## config.mk

```make
export PLATFORM = sky130hd
export DESIGN_NAME = dht11_emulator_flat
export DESIGN_NICKNAME = d
export VERILOG_FILES = /design/src/rtl/dht11_emulator_if.sv /design/src/rtl/dht11_emulator.sv /design/src/flat_wrapper.sv
export SDC_FILE = /design/constraint.sdc
export NUM_CORES = 1
export LEC_CHECK = 0
export CAP_MARGIN = 20
export CORE_UTILIZATION = 43
export DETAILED_ROUTE_END_ITERATION = 16
export GPL_ROUTABILITY_DRIVEN = 0
export MAX_ROUTING_LAYER = met4
export REMOVE_ABC_BUFFERS = 1
export SYNTH_ARGS = -nofsm -noshare
export SYNTH_HDL_FRONTEND = slang
export SYNTH_SLANG_ARGS = --single-unit
```

## constraint.sdc

```tcl
create_clock -name CLK -period 9.1 [get_ports CLK]
set_clock_uncertainty 0.2 [all_clocks]
set_input_delay 2.275 -clock CLK [delete_from_list [all_inputs] [get_ports CLK]]
set_output_delay 2.275 -clock CLK [all_outputs]
set_load 0.01 [all_outputs]
```

## src/rtl/dht11_emulator_if.sv

```systemverilog
// rtl/dht11_emulator_if.sv - signal bundle between a DHT11 host/bench and the emulator
//
// Purpose: groups the emulator's control, pad and payload signals so one port carries them.
// Signals:
//    EN          host side -> emulator   enables start detection
//    DATA_IN     host side -> emulator   sampled bus level (asynchronous pad input)
//    HUM_INT     host side -> emulator   payload byte 0 (sent first)
//    HUM_FLOAT   host side -> emulator   payload byte 1
//    TEMP_INT    host side -> emulator   payload byte 2
//    TEMP_FLOAT  host side -> emulator   payload byte 3
//    CRC_CORRUPT host side -> emulator   invert checksum bit0 at snapshot
//    DATA_LOW    emulator -> host side   1 = pull bus low, 0 = release
//    BUSY        emulator -> host side   frame in progress
//    DONE        emulator -> host side   one-cycle frame-complete pulse
// Modports: master = stimulus/host side, slave = emulator.

interface dht11_emulator_if;
   logic       EN;
   logic       DATA_IN;
   logic [7:0] HUM_INT;
   logic [7:0] HUM_FLOAT;
   logic [7:0] TEMP_INT;
   logic [7:0] TEMP_FLOAT;
   logic       CRC_CORRUPT;
   logic       DATA_LOW;
   logic       BUSY;
   logic       DONE;

   modport master (
      output EN, DATA_IN, HUM_INT, HUM_FLOAT, TEMP_INT, TEMP_FLOAT, CRC_CORRUPT,
      input  DATA_LOW, BUSY, DONE
   );

   modport slave (
      input  EN, DATA_IN, HUM_INT, HUM_FLOAT, TEMP_INT, TEMP_FLOAT, CRC_CORRUPT,
      output DATA_LOW, BUSY, DONE
   );
endinterface

```

## src/rtl/dht11_emulator.sv

```systemverilog
// rtl/dht11_emulator.sv - DHT11 single-wire sensor emulator (responder side)
//
// Purpose: detects the host start pulse on the open-drain data line, answers with the
// acknowledge and a 40-bit frame {HUM_INT, HUM_FLOAT, TEMP_INT, TEMP_FLOAT, CKS}, MSB first.
// Ports:
//    CLK     in   clock (parameters are cycle counts at 100 MHz)
//    RST     in   synchronous, active-high reset
//    io_dht  slave modport of dht11_emulator_if (EN, DATA_IN, payload, CRC_CORRUPT in;
//            DATA_LOW, BUSY, DONE out; all outputs registered)

module dht11_emulator #(
   parameter int START_MIN  = 100000,
   parameter int RESP_DELAY = 3000,
   parameter int ACK_LOW    = 8000,
   parameter int ACK_HIGH   = 8000,
   parameter int BIT_LOW    = 5000,
   parameter int ZERO_HIGH  = 2600,
   parameter int ONE_HIGH   = 7000
) (
   input  logic            CLK,
   input  logic            RST,
   dht11_emulator_if.slave io_dht
);

   typedef enum logic [2:0] {
      S_IDLE,
      S_HOST_LOW,
      S_RESP_WAIT,
      S_ACK_LOW,
      S_ACK_HIGH,
      S_BIT_LOW,
      S_BIT_HIGH,
      S_EOT_LOW
   } state_t;

   // Timed states leave when the counter (cleared on entry) reaches duration-1,
   // so each state, and therefore each DATA_LOW level, lasts exactly its count.
   localparam logic [19:0] C_START_MIN = 20'(START_MIN);
   localparam logic [19:0] C_RESP_LAST = 20'(RESP_DELAY - 1);
   localparam logic [19:0] C_ACKL_LAST = 20'(ACK_LOW - 1);
   localparam logic [19:0] C_ACKH_LAST = 20'(ACK_HIGH - 1);
   localparam logic [19:0] C_BITL_LAST = 20'(BIT_LOW - 1);
   localparam logic [19:0] C_ZERO_LAST = 20'(ZERO_HIGH - 1);
   localparam logic [19:0] C_ONE_LAST  = 20'(ONE_HIGH - 1);

   state_t      r_state;
   logic        r_sync1;
   logic        r_din_s;
   logic [19:0] r_cnt;
   logic [5:0]  r_idx;
   logic [39:0] r_shift;
   logic        r_data_low;
   logic        r_busy;
   logic        r_done;

   state_t      w_state_nxt;
   logic [19:0] w_cnt_nxt;
   logic [5:0]  w_idx_nxt;
   logic [39:0] w_shift_nxt;
   logic        w_done_nxt;
   logic        w_data_low_nxt;
   logic        w_busy_nxt;
   logic [19:0] w_high_last;
   logic [7:0]  w_sum;
   logic [7:0]  w_cks;

   // 8-bit wrap-around sum; carry discarded by the result width.
   assign w_sum = io_dht.HUM_INT + io_dht.HUM_FLOAT + io_dht.TEMP_INT + io_dht.TEMP_FLOAT;
   assign w_cks = w_sum ^ {7'd0, io_dht.CRC_CORRUPT};

   assign w_high_last = r_shift[39] ? C_ONE_LAST : C_ZERO_LAST;

   // Synchronizer resets to the idle (pulled-up) level so reset never looks like a start.
   always_ff @(posedge CLK) begin
      if (RST) begin
         r_sync1 <= 1'b1;
         r_din_s <= 1'b1;
      end else begin
         r_sync1 <= io_dht.DATA_IN;
         r_din_s <= r_sync1;
      end
   end

   always_ff @(posedge CLK) begin
      if (RST) begin
         r_state    <= S_IDLE;
         r_cnt      <= '0;
         r_idx      <= '0;
         r_shift    <= '0;
         r_data_low <= 1'b0;
         r_busy     <= 1'b0;
         r_done     <= 1'b0;
      end else begin
         r_state    <= w_state_nxt;
         r_cnt      <= w_cnt_nxt;
         r_idx      <= w_idx_nxt;
         r_shift    <= w_shift_nxt;
         r_data_low <= w_data_low_nxt;
         r_busy     <= w_busy_nxt;
         r_done     <= w_done_nxt;
      end
   end

   always_comb begin
      w_state_nxt = r_state;
      w_cnt_nxt   = r_cnt + 20'd1;
      w_idx_nxt   = r_idx;
      w_shift_nxt = r_shift;
      w_done_nxt  = 1'b0;

      case (r_state)
         S_IDLE: begin
            w_cnt_nxt = '0;
            if (io_dht.EN && !r_din_s) begin
               w_state_nxt = S_HOST_LOW;
               w_cnt_nxt   = 20'd1;
            end
         end

         S_HOST_LOW: begin
            if (!io_dht.EN) begin
               w_state_nxt = S_IDLE;
               w_cnt_nxt   = '0;
            end else if (r_din_s) begin
               w_cnt_nxt = '0;
               if (r_cnt >= C_START_MIN) begin
                  w_state_nxt = S_RESP_WAIT;
                  w_shift_nxt = {io_dht.HUM_INT, io_dht.HUM_FLOAT,
                                 io_dht.TEMP_INT, io_dht.TEMP_FLOAT, w_cks};
               end else begin
                  w_state_nxt = S_IDLE;
               end
            end else if (r_cnt >= C_START_MIN) begin
               w_cnt_nxt = r_cnt;
            end
         end

         S_RESP_WAIT: begin
            if (r_cnt == C_RESP_LAST) begin
               w_state_nxt = S_ACK_LOW;
               w_cnt_nxt   = '0;
            end
         end

         S_ACK_LOW: begin
            if (r_cnt == C_ACKL_LAST) begin
               w_state_nxt = S_ACK_HIGH;
               w_cnt_nxt   = '0;
            end
         end

         S_ACK_HIGH: begin
            if (r_cnt == C_ACKH_LAST) begin
               w_state_nxt = S_BIT_LOW;
               w_cnt_nxt   = '0;
               w_idx_nxt   = '0;
            end
         end

         S_BIT_LOW: begin
            if (r_cnt == C_BITL_LAST) begin
               w_state_nxt = S_BIT_HIGH;
               w_cnt_nxt   = '0;
            end
         end

         S_BIT_HIGH: begin
            if (r_cnt == w_high_last) begin
               w_cnt_nxt   = '0;
               w_shift_nxt = {r_shift[38:0], 1'b0};
               w_idx_nxt   = r_idx + 6'd1;
               w_state_nxt = (r_idx == 6'd39) ? S_EOT_LOW : S_BIT_LOW;
            end
         end

         S_EOT_LOW: begin
            if (r_cnt == C_BITL_LAST) begin
               w_state_nxt = S_IDLE;
               w_cnt_nxt   = '0;
               w_done_nxt  = 1'b1;
            end
         end

         default: begin
            w_state_nxt = S_IDLE;
            w_cnt_nxt   = '0;
         end
      endcase

      // Outputs are registered from the next state so DATA_LOW edges coincide with state changes.
      w_data_low_nxt = (w_state_nxt == S_ACK_LOW) || (w_state_nxt == S_BIT_LOW) ||
                       (w_state_nxt == S_EOT_LOW);
      w_busy_nxt     = (w_state_nxt != S_IDLE) && (w_state_nxt != S_HOST_LOW);
   end

   assign io_dht.DATA_LOW = r_data_low;
   assign io_dht.BUSY     = r_busy;
   assign io_dht.DONE     = r_done;

endmodule

```

## src/flat_wrapper.sv

```systemverilog
// flat-port wrapper written by rule: the top's interface ports become plain ports
module dht11_emulator_flat 
#(
   parameter int START_MIN  = 100000,
   parameter int RESP_DELAY = 3000,
   parameter int ACK_LOW    = 8000,
   parameter int ACK_HIGH   = 8000,
   parameter int BIT_LOW    = 5000,
   parameter int ZERO_HIGH  = 2600,
   parameter int ONE_HIGH   = 7000
)
  (CLK, RST, io_dht_EN, io_dht_DATA_IN, io_dht_HUM_INT, io_dht_HUM_FLOAT, io_dht_TEMP_INT, io_dht_TEMP_FLOAT, io_dht_CRC_CORRUPT, io_dht_DATA_LOW, io_dht_BUSY, io_dht_DONE);
  dht11_emulator_if io_dht_i ();
  input  logic CLK;
  input  logic RST;
  input wire logic [$bits(io_dht_i.EN)-1:0] io_dht_EN;
  input wire logic [$bits(io_dht_i.DATA_IN)-1:0] io_dht_DATA_IN;
  input wire logic [$bits(io_dht_i.HUM_INT)-1:0] io_dht_HUM_INT;
  input wire logic [$bits(io_dht_i.HUM_FLOAT)-1:0] io_dht_HUM_FLOAT;
  input wire logic [$bits(io_dht_i.TEMP_INT)-1:0] io_dht_TEMP_INT;
  input wire logic [$bits(io_dht_i.TEMP_FLOAT)-1:0] io_dht_TEMP_FLOAT;
  input wire logic [$bits(io_dht_i.CRC_CORRUPT)-1:0] io_dht_CRC_CORRUPT;
  output wire logic [$bits(io_dht_i.DATA_LOW)-1:0] io_dht_DATA_LOW;
  output wire logic [$bits(io_dht_i.BUSY)-1:0] io_dht_BUSY;
  output wire logic [$bits(io_dht_i.DONE)-1:0] io_dht_DONE;
  assign io_dht_i.EN = io_dht_EN;
  assign io_dht_i.DATA_IN = io_dht_DATA_IN;
  assign io_dht_i.HUM_INT = io_dht_HUM_INT;
  assign io_dht_i.HUM_FLOAT = io_dht_HUM_FLOAT;
  assign io_dht_i.TEMP_INT = io_dht_TEMP_INT;
  assign io_dht_i.TEMP_FLOAT = io_dht_TEMP_FLOAT;
  assign io_dht_i.CRC_CORRUPT = io_dht_CRC_CORRUPT;
  assign io_dht_DATA_LOW = io_dht_i.DATA_LOW;
  assign io_dht_BUSY = io_dht_i.BUSY;
  assign io_dht_DONE = io_dht_i.DONE;
  dht11_emulator #(.START_MIN(START_MIN), .RESP_DELAY(RESP_DELAY), .ACK_LOW(ACK_LOW), .ACK_HIGH(ACK_HIGH), .BIT_LOW(BIT_LOW), .ZERO_HIGH(ZERO_HIGH), .ONE_HIGH(ONE_HIGH)) u_core (.CLK(CLK), .RST(RST), .io_dht(io_dht_i));
endmodule
```

==> results of run 1 <==
-- cell families (layout without fill, tap and decap cells) --
group,after synthesis,after routing,synth area share [%]
AOI/OAI and AO/OA,109,109,18.7
xor gates and xnor gates,25,25,4.97
adders and majority gates,24,24,9.20
buffers and inverters,65,90,6.82
DFF,74,74,33.6
muxes,3,3,0.682
and+or+nand+nor,231,231,26.0
-- sequential cells by signal (all words and copies together) (netlist names) --
| register | count |
|---|---|
| u_core.r_din_s | 1 |
| u_core.io_dht.DONE | 1 |
| u_core.r_idx | 6 |
| u_core.r_state | 3 |
| u_core.r_sync1 | 1 |
| u_core.r_shift | 40 |
| u_core.r_cnt | 20 |
| u_core.io_dht.DATA_LOW | 1 |
| u_core.io_dht.BUSY | 1 |
-- worst register-to-register path: cells and delay by family (launching register included) --
kind | cells | cell delay [ps]
adder cells (fa/ha/maj) | 1 | 220
AND/OR/NAND/NOR | 3 | 910
buffers and inverters | 1 | 580
flip-flops | 1 | 450
AO/OA/AOI/OAI | 3 | 1050
-- cell usage after synthesis, types with 7 or more instances --
| cell type | count | share of area (%) |
|---|---|---|
| nand4_1 | 15 | 2.1 |
| nand2_1 | 57 | 4.9 |
| xor2_1 | 18 | 3.6 |
| dfxtp_1 | 74 | 34 |
| inv_1 | 30 | 2.6 |
| clkbuf_1 | 20 | 1.7 |
| ha_1 | 10 | 2.8 |
| and3_1 | 9 | 1.3 |
| buf_2 | 8 | 0.91 |
| nand3_1 | 12 | 1.4 |
| o21ai_0 | 13 | 1.5 |
| a311oi_1 | 21 | 4.2 |
| a21oi_1 | 25 | 2.8 |
| xnor2_1 | 7 | 1.4 |
| nor2_1 | 81 | 6.9 |
| a211oi_1 | 23 | 3.9 |
| fa_1 | 14 | 6.4 |
| nor2_2 | 11 | 1.6 |
-- power groups by stage --
stage | sequential [uW] | combinational (uW) | clock [uW]
after detailed placement | 333 | 129 | 0
after global placement | 333 | 128 | 0
after floorplan | 332 | 87.3 | 0
final | 325 | 129 | 257
after CTS | 325 | 130 | 265
after global routing | 325 | 148 | 278
-- final cells by class --
type	count	area, sq um	area share (%)
multi-input combinational	392	2630	52.4
tap	133	166	3.31
clock buffer	11	141	2.82
inverter	30	113	2.24
sequential	74	1480	29.5
clock inverter	5	53.8	1.07
timing repair buffer	44	435	8.67
-- final timing paths --
check | cells after the start | slack (ps) | endpoint
setup / recovery | 14 | 3680 | u_core.r_shift[7]
hold / removal | 1 | 220 | u_core.r_din_s
setup reg to reg | 8 | 5590 | u_core.r_shift[13]
hold reg to reg | 1 | 220 | u_core.r_din_s
-- metal layers --
| layer | vias up | part of all wire, % |
|---|---|---|
| met5 | - | 0 |
| met4 | 0 | 1.2 |
| met3 | 12 | 3.1 |
| met2 | 64 | 44 |
| met1 | 1736 | 52 |
| li1 | 1884 | - |
-- stage by stage --
stage,worst slack (ps),cells
after floorplan,3930,496
final,3680,689
after global placement,3380,672
after global routing,3450,689
after CTS,3700,688
after detailed placement,3330,672
==> key figures, run 1 <==
Run status
  • Outcome: finished, final reports clean

Worst setup path
  • Reg2reg start: u_core.r_cnt[0]
  • Buf+Inv Stages, Crit Path: 4
  • Family with the most delay on the worst path: adder cells
  • Crit path kind: in2reg
  • CP cell instances: clkdlybuf4s50_1 -> inv_1 -> fa_1 -> fa_1 -> inv_1 -> ha_1 -> inv_1 -> fa_1 -> nor2b_1 -> o31a_1 -> o21ai_0 -> and3_1 -> o311ai_0 -> o21ai_0
  • Crit path max fanout: 3
  • Slowest stage delay, CP: 560 ps
  • Critical Path Sink Type: flip-flop
  • Crit start category: input pin
  • Worst endpoint data arrival time: 5420 ps
  • Critical path required time: 9100 ps
  • CP startpoint: io_dht_TEMP_FLOAT[1]
  • Critical path's slowest cell: fa_1

Finish
  • Area Overhead vs Synth: 14.0%
  • Nets: 612
  • Commonest non-fill, non-tap cell in the layout: nor2_1
  • Share of cells above drive strength 1: 9.17%
  • Fillers: 967
  • Final Core Density: 50.9%
  • Post-route cell area: 5020 sq um
  • Ant diodes: 0
  • Commonest non-fill, non-tap cells in the layout: 80 x nor2_1, 74 x dfxtp_1, 57 x nand2_1

Worst hold path
  • Worst min path class: reg2reg
  • Hold_sp: u_core.r_sync1

Global routing
  • Busiest grt layer: met2
  • GR Overflow Total: 0
  • Pin count of the biggest net entering global routing: 79
  • GR Util met3: 2.69%
  • Met2 usage: 29.4%
  • Vias in the first global route: 3,428
  • All-Layer GR Usage: 20.3%
  • GRT met1 Usage: 28.7%
  • Initial antenna violation count: 0
  • Global-route wire length before repair: 16,300 um

STA
  • # setup viols final: 0
  • Fmax: 185 MHz
  • Fin. Hold Viols: 0
  • Minimum clock period after layout: 5420 ps
  • Worst hold slack: 222 ps
  • Least-Margin Pin Slew: 750 ps
  • Final Max Tran Viols: 0
  • RSZ-0062 raised after global routing: no
  • Slew Limit Headroom: 50.0%
  • Tcrit/Tclk final: 59.5%
  • Setup TNS Final: 0 ps

Clock network
  • CTS Hold Bufs: 0
  • H-tree levels: 3
  • Clk buf depth: 2
  • Post-CTS Resized: 0
  • Num CTS Buffers: 9
  • Setup Buffers After CTS: 0
  • CTS tree: built
  • Clk_lat worst skew: 350 ps
  • Clock root buffer: clkbuf_8
  • CTS sink cnt: 74
  • Worst-path clk slew: 80 ps

Detailed routing
  • Routed WL: 9540 um
  • Post-DRT Antenna Nets: 0
  • Avg WL per Cell: 13.8 um
  • DRC Markers: 0
  • Vias per cell: 5.36
  • 1st-pass router iterations: 4
  • Iteration-0 DRC Markers: 120
  • Via count: 3,696

Floorplanning
  • Die area: 10,700 sq um
  • Row count: 36
  • Die span in x: 103 um
  • Core ar.: 9860 sq um
  • I/O Pins: 40
  • Die Ht: 103 um
  • Starting Density: 44.7%

Yosys
  • Synth Instances: 531
  • Yosys warns: 0
  • Top_reg_cell synth: dfxtp_1
  • Async set-reset flop share out of synthesis: 0%
  • EDFF count, synth: 0
  • Syn avg cell area: 8.30 sq um
  • Yosys reg bits: 74
  • Netlist cell types: 62
  • Seq/Total Area, Yosys: 33.6%
  • Mapped Area: 4410 sq um

Power and ir drop
  • Comb power frac: 18.1%
  • Clock power share: 36.1%
  • Sw Ratio: 26.4%
  • Overall power: 710 uW
  • Internal: 523 uW
  • Psw: 188 uW
  • Maximum VDD drop: 0.0608 mV
  • Leak Pwr: 0.00176 uW
  • Pwr Density: 141 nW/um^2
  • Part of the power in registers: 45.8%

Place
  • Placed Area: 4810 sq um
  • DP HPWL: 6690 um
  • IO buf count: 39

Run
  • Max-cap violation count: 0
Power figures use the tool's default switching activity.
==> run 2: changes to the inputs <==
- clock period: 9.1 -> 5.4 ns (I/O delays scaled with it)
==> key figures, run 2 (synthesis results as in run 1) <==
Detailed routing
  • Post-DRT Antenna Nets: 0
  • Vias per cell: 5.40
  • DRC Markers: 0
  • Via count: 3,718
  • Avg WL per Cell: 14.3 um
  • Routed WL: 9870 um
  • Iteration-0 DRC Markers: 135
  • 1st-pass router iterations: 4

Clock network
  • Worst-path clk slew: 80 ps
  • CTS Hold Bufs: 0
  • Clock root buffer: clkbuf_8
  • Setup Buffers After CTS: 0
  • CTS tree: built
  • H-tree levels: 3
  • Clk_lat worst skew: 360 ps
  • Post-CTS Resized: 0
  • Clk buf depth: 2
  • Num CTS Buffers: 9
  • CTS sink cnt: 74

Global routing
  • Met2 usage: 31.2%
  • GRT met1 Usage: 28.0%
  • Pin count of the biggest net entering global routing: 54
  • Global-route wire length before repair: 16,600 um
  • All-Layer GR Usage: 21.0%
  • Busiest grt layer: met2
  • Vias in the first global route: 3,497
  • GR Overflow Total: 0
  • Initial antenna violation count: 0
  • GR Util met3: 3.70%

STA
  • # setup viols final: 0
  • Fin. Hold Viols: 0
  • Final Max Tran Viols: 0
  • Tcrit/Tclk final: 82.9%
  • Fmax: 223 MHz
  • Setup ws final: 923 ps
  • Least-Margin Pin Slew: 843 ps
  • Minimum clock period after layout: 4480 ps
  • Slew Limit Headroom: 43.6%
  • Setup TNS Final: 0 ps
  • Worst hold slack: 216 ps
  • RSZ-0062 raised after global routing: no

Worst setup path
  • R2R Setup Slk: 2070 ps
  • R2R cell count: 8
  • CP cell instances: clkdlybuf4s50_1 -> inv_1 -> fa_1 -> fa_1 -> inv_1 -> ha_1 -> inv_1 -> fa_1 -> nor2b_1 -> o31a_1 -> o21ai_0 -> and3_1 -> o311ai_0 -> o21ai_0
  • Critical path's slowest cell: fa_1
  • Worst R2R End: u_core.r_shift[13]
  • Reg2reg start: u_core.r_cnt[0]
  • Critical path required time: 5440 ps
  • Critical Path Sink Type: flip-flop
  • Crit path max fanout: 3
  • Slowest stage delay, CP: 580 ps
  • Worst endpoint data arrival time: 4510 ps
  • Crit start category: input pin
  • Crit path kind: in2reg

Place
  • IO buf count: 39
  • Place WS: 532 ps
  • DP HPWL: 7120 um

Finish
  • Regs by FF count: u_core.r_shift (40), u_core.r_cnt (20), u_core.r_idx (6)
  • Nets: 612
  • Number of flip-flops in the largest register: 40
  • Commonest non-fill, non-tap cells in the layout: 80 x nor2_1, 74 x dfxtp_1, 57 x nand2_1
  • Ant diodes: 0
  • Share of cells above drive strength 1: 9.35%
  • Final Core Density: 51.1%
  • Area Overhead vs Synth: 14.4%
  • Biggest register: u_core.r_shift
  • Commonest non-fill, non-tap cell in the layout: nor2_1

Run
  • Max-cap violation count: 0

Power and ir drop
  • Maximum VDD drop: 0.146 mV
  • Pwr Density: 244 nW/um^2
  • Leak Pwr: 0.00177 uW

Run status
  • Outcome: finished, final reports clean

Worst hold path
  • Worst Hold Depth: 1
  • Worst min path class: reg2reg
  • Hold_sp: u_core.r_sync1
  • Hold Path Sink: u_core.r_din_s

Floorplanning
  • I/O Pins: 40
  • Starting Density: 44.7%
  • Row count: 36
  • Die Ht: 103 um
  • Die span in x: 103 um
  • Core ar.: 9860 sq um
  • Die area: 10,700 sq um
## run 2: cell types whose count changed in the layout (fill, tap and decap cells not counted)
cell      before  now
clkbuf_8      10   12
clkbuf_1       1    0
clkinv_2       3    2
## run 2: worst max-delay path by stage
stage	from	endpoint	slack (ps)	cells after the start
after floorplan	io_dht_TEMP_FLOAT[1]	u_core.r_shift[7]	1160	13
after global placement	io_dht_TEMP_FLOAT[1]	u_core.r_shift[7]	620	14
after detailed placement	io_dht_TEMP_FLOAT[1]	u_core.r_shift[7]	530	14
after CTS	io_dht_TEMP_FLOAT[1]	u_core.r_shift[7]	910	14
after global routing	io_dht_TEMP_FLOAT[1]	u_core.r_shift[7]	680	14
final	io_dht_TEMP_FLOAT[1]	u_core.r_shift[7]	920	14
## run 2: metal layers
| layer | up-vias | share of wire [%] |
|---|---|---|
| li1 | 1897 | - |
| met1 | 1744 | 50 |
| met2 | 62 | 45 |
| met3 | 15 | 3.3 |
| met4 | 0 | 1.5 |
| met5 | - | 0 |
## run 2: critical path: cells and delay by family
family	cells	cell delay (ps)
adders and majority gates	4	1530
buffers and inverters	4	650
and+or+nand+nor	2	370
AOI/OAI and AO/OA	4	640
## run 2: area by class of cell
class / instances / area [sq um]
Clock buffer: 12 / 165
Sequential cell: 74 / 1480
Clock inverter: 4 / 48.8
Multi-Input combinational cell: 392 / 2630
Fill cell: 947 / 4820
Tap cell: 133 / 166
Timing Repair Buffer: 44 / 435
Inverter: 30 / 113
## run 2: stage by stage
| stage | std cells | total power, uW | cell area [sq um] |
|---|---|---|---|
| 2_1_floorplan | 496 | 707 | 4220 |
| 3_3_place_gp | 673 | 777 | 4830 |
| 3_5_place_dp | 673 | 778 | 4830 |
| 4_1_cts | 689 | 1240 | 5040 |
| 5_1_grt | 689 | 1300 | 5040 |
| 6_report | 689 | 1230 | 5040 |
## run 2: power breakdown
part	switching [uW]	total (uW)	internal (uW)
Clock	214	464	251
Sequential	1.64	548	546
Combinational	109	218	109
==> run 3: changes to the inputs <==
- clock period: 5.4 -> 4.6 ns (I/O delays scaled with it)
==> key figures, run 3 (synthesis results as in run 1) <==
Finish
  • Final Core Density: 51.1%
  • Commonest non-fill, non-tap cells in the layout: 80 x nor2_1, 74 x dfxtp_1, 57 x nand2_1
  • Fillers: 962
  • Share of cells above drive strength 1: 9.32%
  • Regs by FF count: u_core.r_shift (40), u_core.r_cnt (20), u_core.r_idx (6)
  • Area Overhead vs Synth: 14.5%
  • Number of flip-flops in the largest register: 40
  • Nets: 615
  • Biggest register: u_core.r_shift
  • Ant diodes: 0
  • Commonest non-fill, non-tap cell in the layout: nor2_1
  • Post-route cell area: 5040 sq um

STA
  • Minimum clock period after layout: 4310 ps
  • Final Max Tran Viols: 0
  • Fin. Hold Viols: 0
  • Setup TNS Final: 0 ps
  • # setup viols final: 0
  • Slew Limit Headroom: 49.3%
  • Least-Margin Pin Slew: 761 ps
  • Fmax: 232 MHz
  • Tcrit/Tclk final: 93.8%
  • RSZ-0062 raised after global routing: no

Clock network
  • Clk buf depth: 2
  • CTS Hold Bufs: 0
  • CTS tree: built
  • Clock root buffer: clkbuf_8
  • CTS sink cnt: 74
  • H-tree levels: 3
  • Num CTS Buffers: 9
  • Setup Buffers After CTS: 0
  • Clk_lat worst skew: 350 ps
  • Worst-path clk slew: 70 ps
  • Post-CTS Resized: 0

Place
  • IO buf count: 39
  • Placed Area: 4830 sq um
  • DP HPWL: 7130 um

Worst setup path
  • Critical path required time: 4610 ps
  • R2R Setup Slk: 1270 ps
  • CP cell instances: clkdlybuf4s50_1 -> inv_1 -> fa_1 -> fa_1 -> inv_1 -> ha_1 -> inv_1 -> fa_1 -> nor2b_1 -> o31a_1 -> o21ai_0 -> and3_1 -> o311ai_1 -> o21ai_0
  • Slowest stage delay, CP: 570 ps
  • Crit path max fanout: 3
  • Critical Path Sink Type: flip-flop
  • Worst endpoint data arrival time: 4320 ps
  • Worst R2R End: u_core.r_shift[2]
  • R2R cell count: 8
  • Critical path's slowest cell: fa_1
  • Reg2reg start: u_core.r_cnt[0]
  • Crit path kind: in2reg
  • Crit start category: input pin

Power and ir drop
  • Leak Pwr: 0.00177 uW
  • Pwr Density: 279 nW/um^2
  • Maximum VDD drop: 0.134 mV

Global routing
  • Initial antenna violation count: 0
  • All-Layer GR Usage: 21.5%
  • GR Overflow Total: 0
  • Vias in the first global route: 3,516
  • Global-route wire length before repair: 17,100 um
  • Pin count of the biggest net entering global routing: 79

Floorplanning
  • Die Ht: 103 um
  • Die span in x: 103 um
  • Starting Density: 44.7%
  • I/O Pins: 40
  • Core ar.: 9860 sq um
  • Die area: 10,700 sq um
  • Row count: 36

Detailed routing
  • DRC Markers: 0
  • Vias per cell: 5.39
  • Post-DRT Antenna Nets: 0
  • 1st-pass router iterations: 5
  • Iteration-0 DRC Markers: 173
  • Routed WL: 9890 um
  • Avg WL per Cell: 14.3 um
  • Via count: 3,727

Worst hold path
  • Worst min path class: reg2reg
  • Worst Hold Depth: 1
  • Hold Path Sink: u_core.r_din_s
  • Hold_sp: u_core.r_sync1

Run
  • Max-cap violation count: 0

Run status
  • Outcome: finished, final reports clean
run 3: metal layers:
layer | GRT usage (%) | vias to the layer above | routed length (um)
met5 | - | - | 0
met4 | 6.83 | 0 | 121
met3 | 3.90 | 10 | 337
met2 | 32.1 | 66 | 4330
met1 | 29.5 | 1756 | 5100
li1 | - | 1895 | -
run 3: worst max-delay path by stage:
stage / start / end / slack [ps] / depth (start not counted)
floorplan: io_dht_TEMP_FLOAT[1] / u_core.r_shift[7] / 560 / 13
global placement: io_dht_TEMP_FLOAT[1] / u_core.r_shift[7] / -20 / 14
detailed placement: io_dht_TEMP_FLOAT[1] / u_core.r_shift[7] / -110 / 14
CTS: io_dht_TEMP_FLOAT[1] / u_core.r_shift[7] / 270 / 14
global route: io_dht_TEMP_FLOAT[1] / u_core.r_shift[7] / 60 / 14
finish: io_dht_TEMP_FLOAT[1] / u_core.r_shift[7] / 290 / 14
run 3: per-stage QoR:
stage / std cells / hold slack [ps] / total power [uW] / setup slack (ps)
5_1_grt: 691 / 249 / 1490 / 61.5
3_5_place_dp: 675 / 207 / 919 / -112
2_1_floorplan: 496 / 189 / 830 / 557
4_1_cts: 690 / 227 / 1420 / 267
3_3_place_gp: 675 / 205 / 918 / -16.4
6_report: 691 / 220 / 1400 / 287
run 3: worst max-delay path, delay by kind of cell:
family | cells | cell delay (ps)
AOI/OAI and AO/OA | 4 | 610
adders and majority gates | 4 | 1530
buffers and inverters | 4 | 660
and+or+nand+nor | 2 | 380
run 3: where the power goes:
part	switching (uW)	internal, uW	leakage [uW]
Clock	237	261	0.0000962
Combinational	129	134	0.00108
Sequential	1.74	641	0.000596
Total	368	1040	0.00177
run 3: final cells by class:
cell class	instances	area, sq um	share of cell area (%)
clock buffer	12	145	2.88
tap	133	166	3.30
sequential	74	1480	29.4
inverter	30	113	2.23
timing repair buffer	47	465	9.23
multi-input combinational	392	2630	52.2
clock inverter	3	40.0	0.794
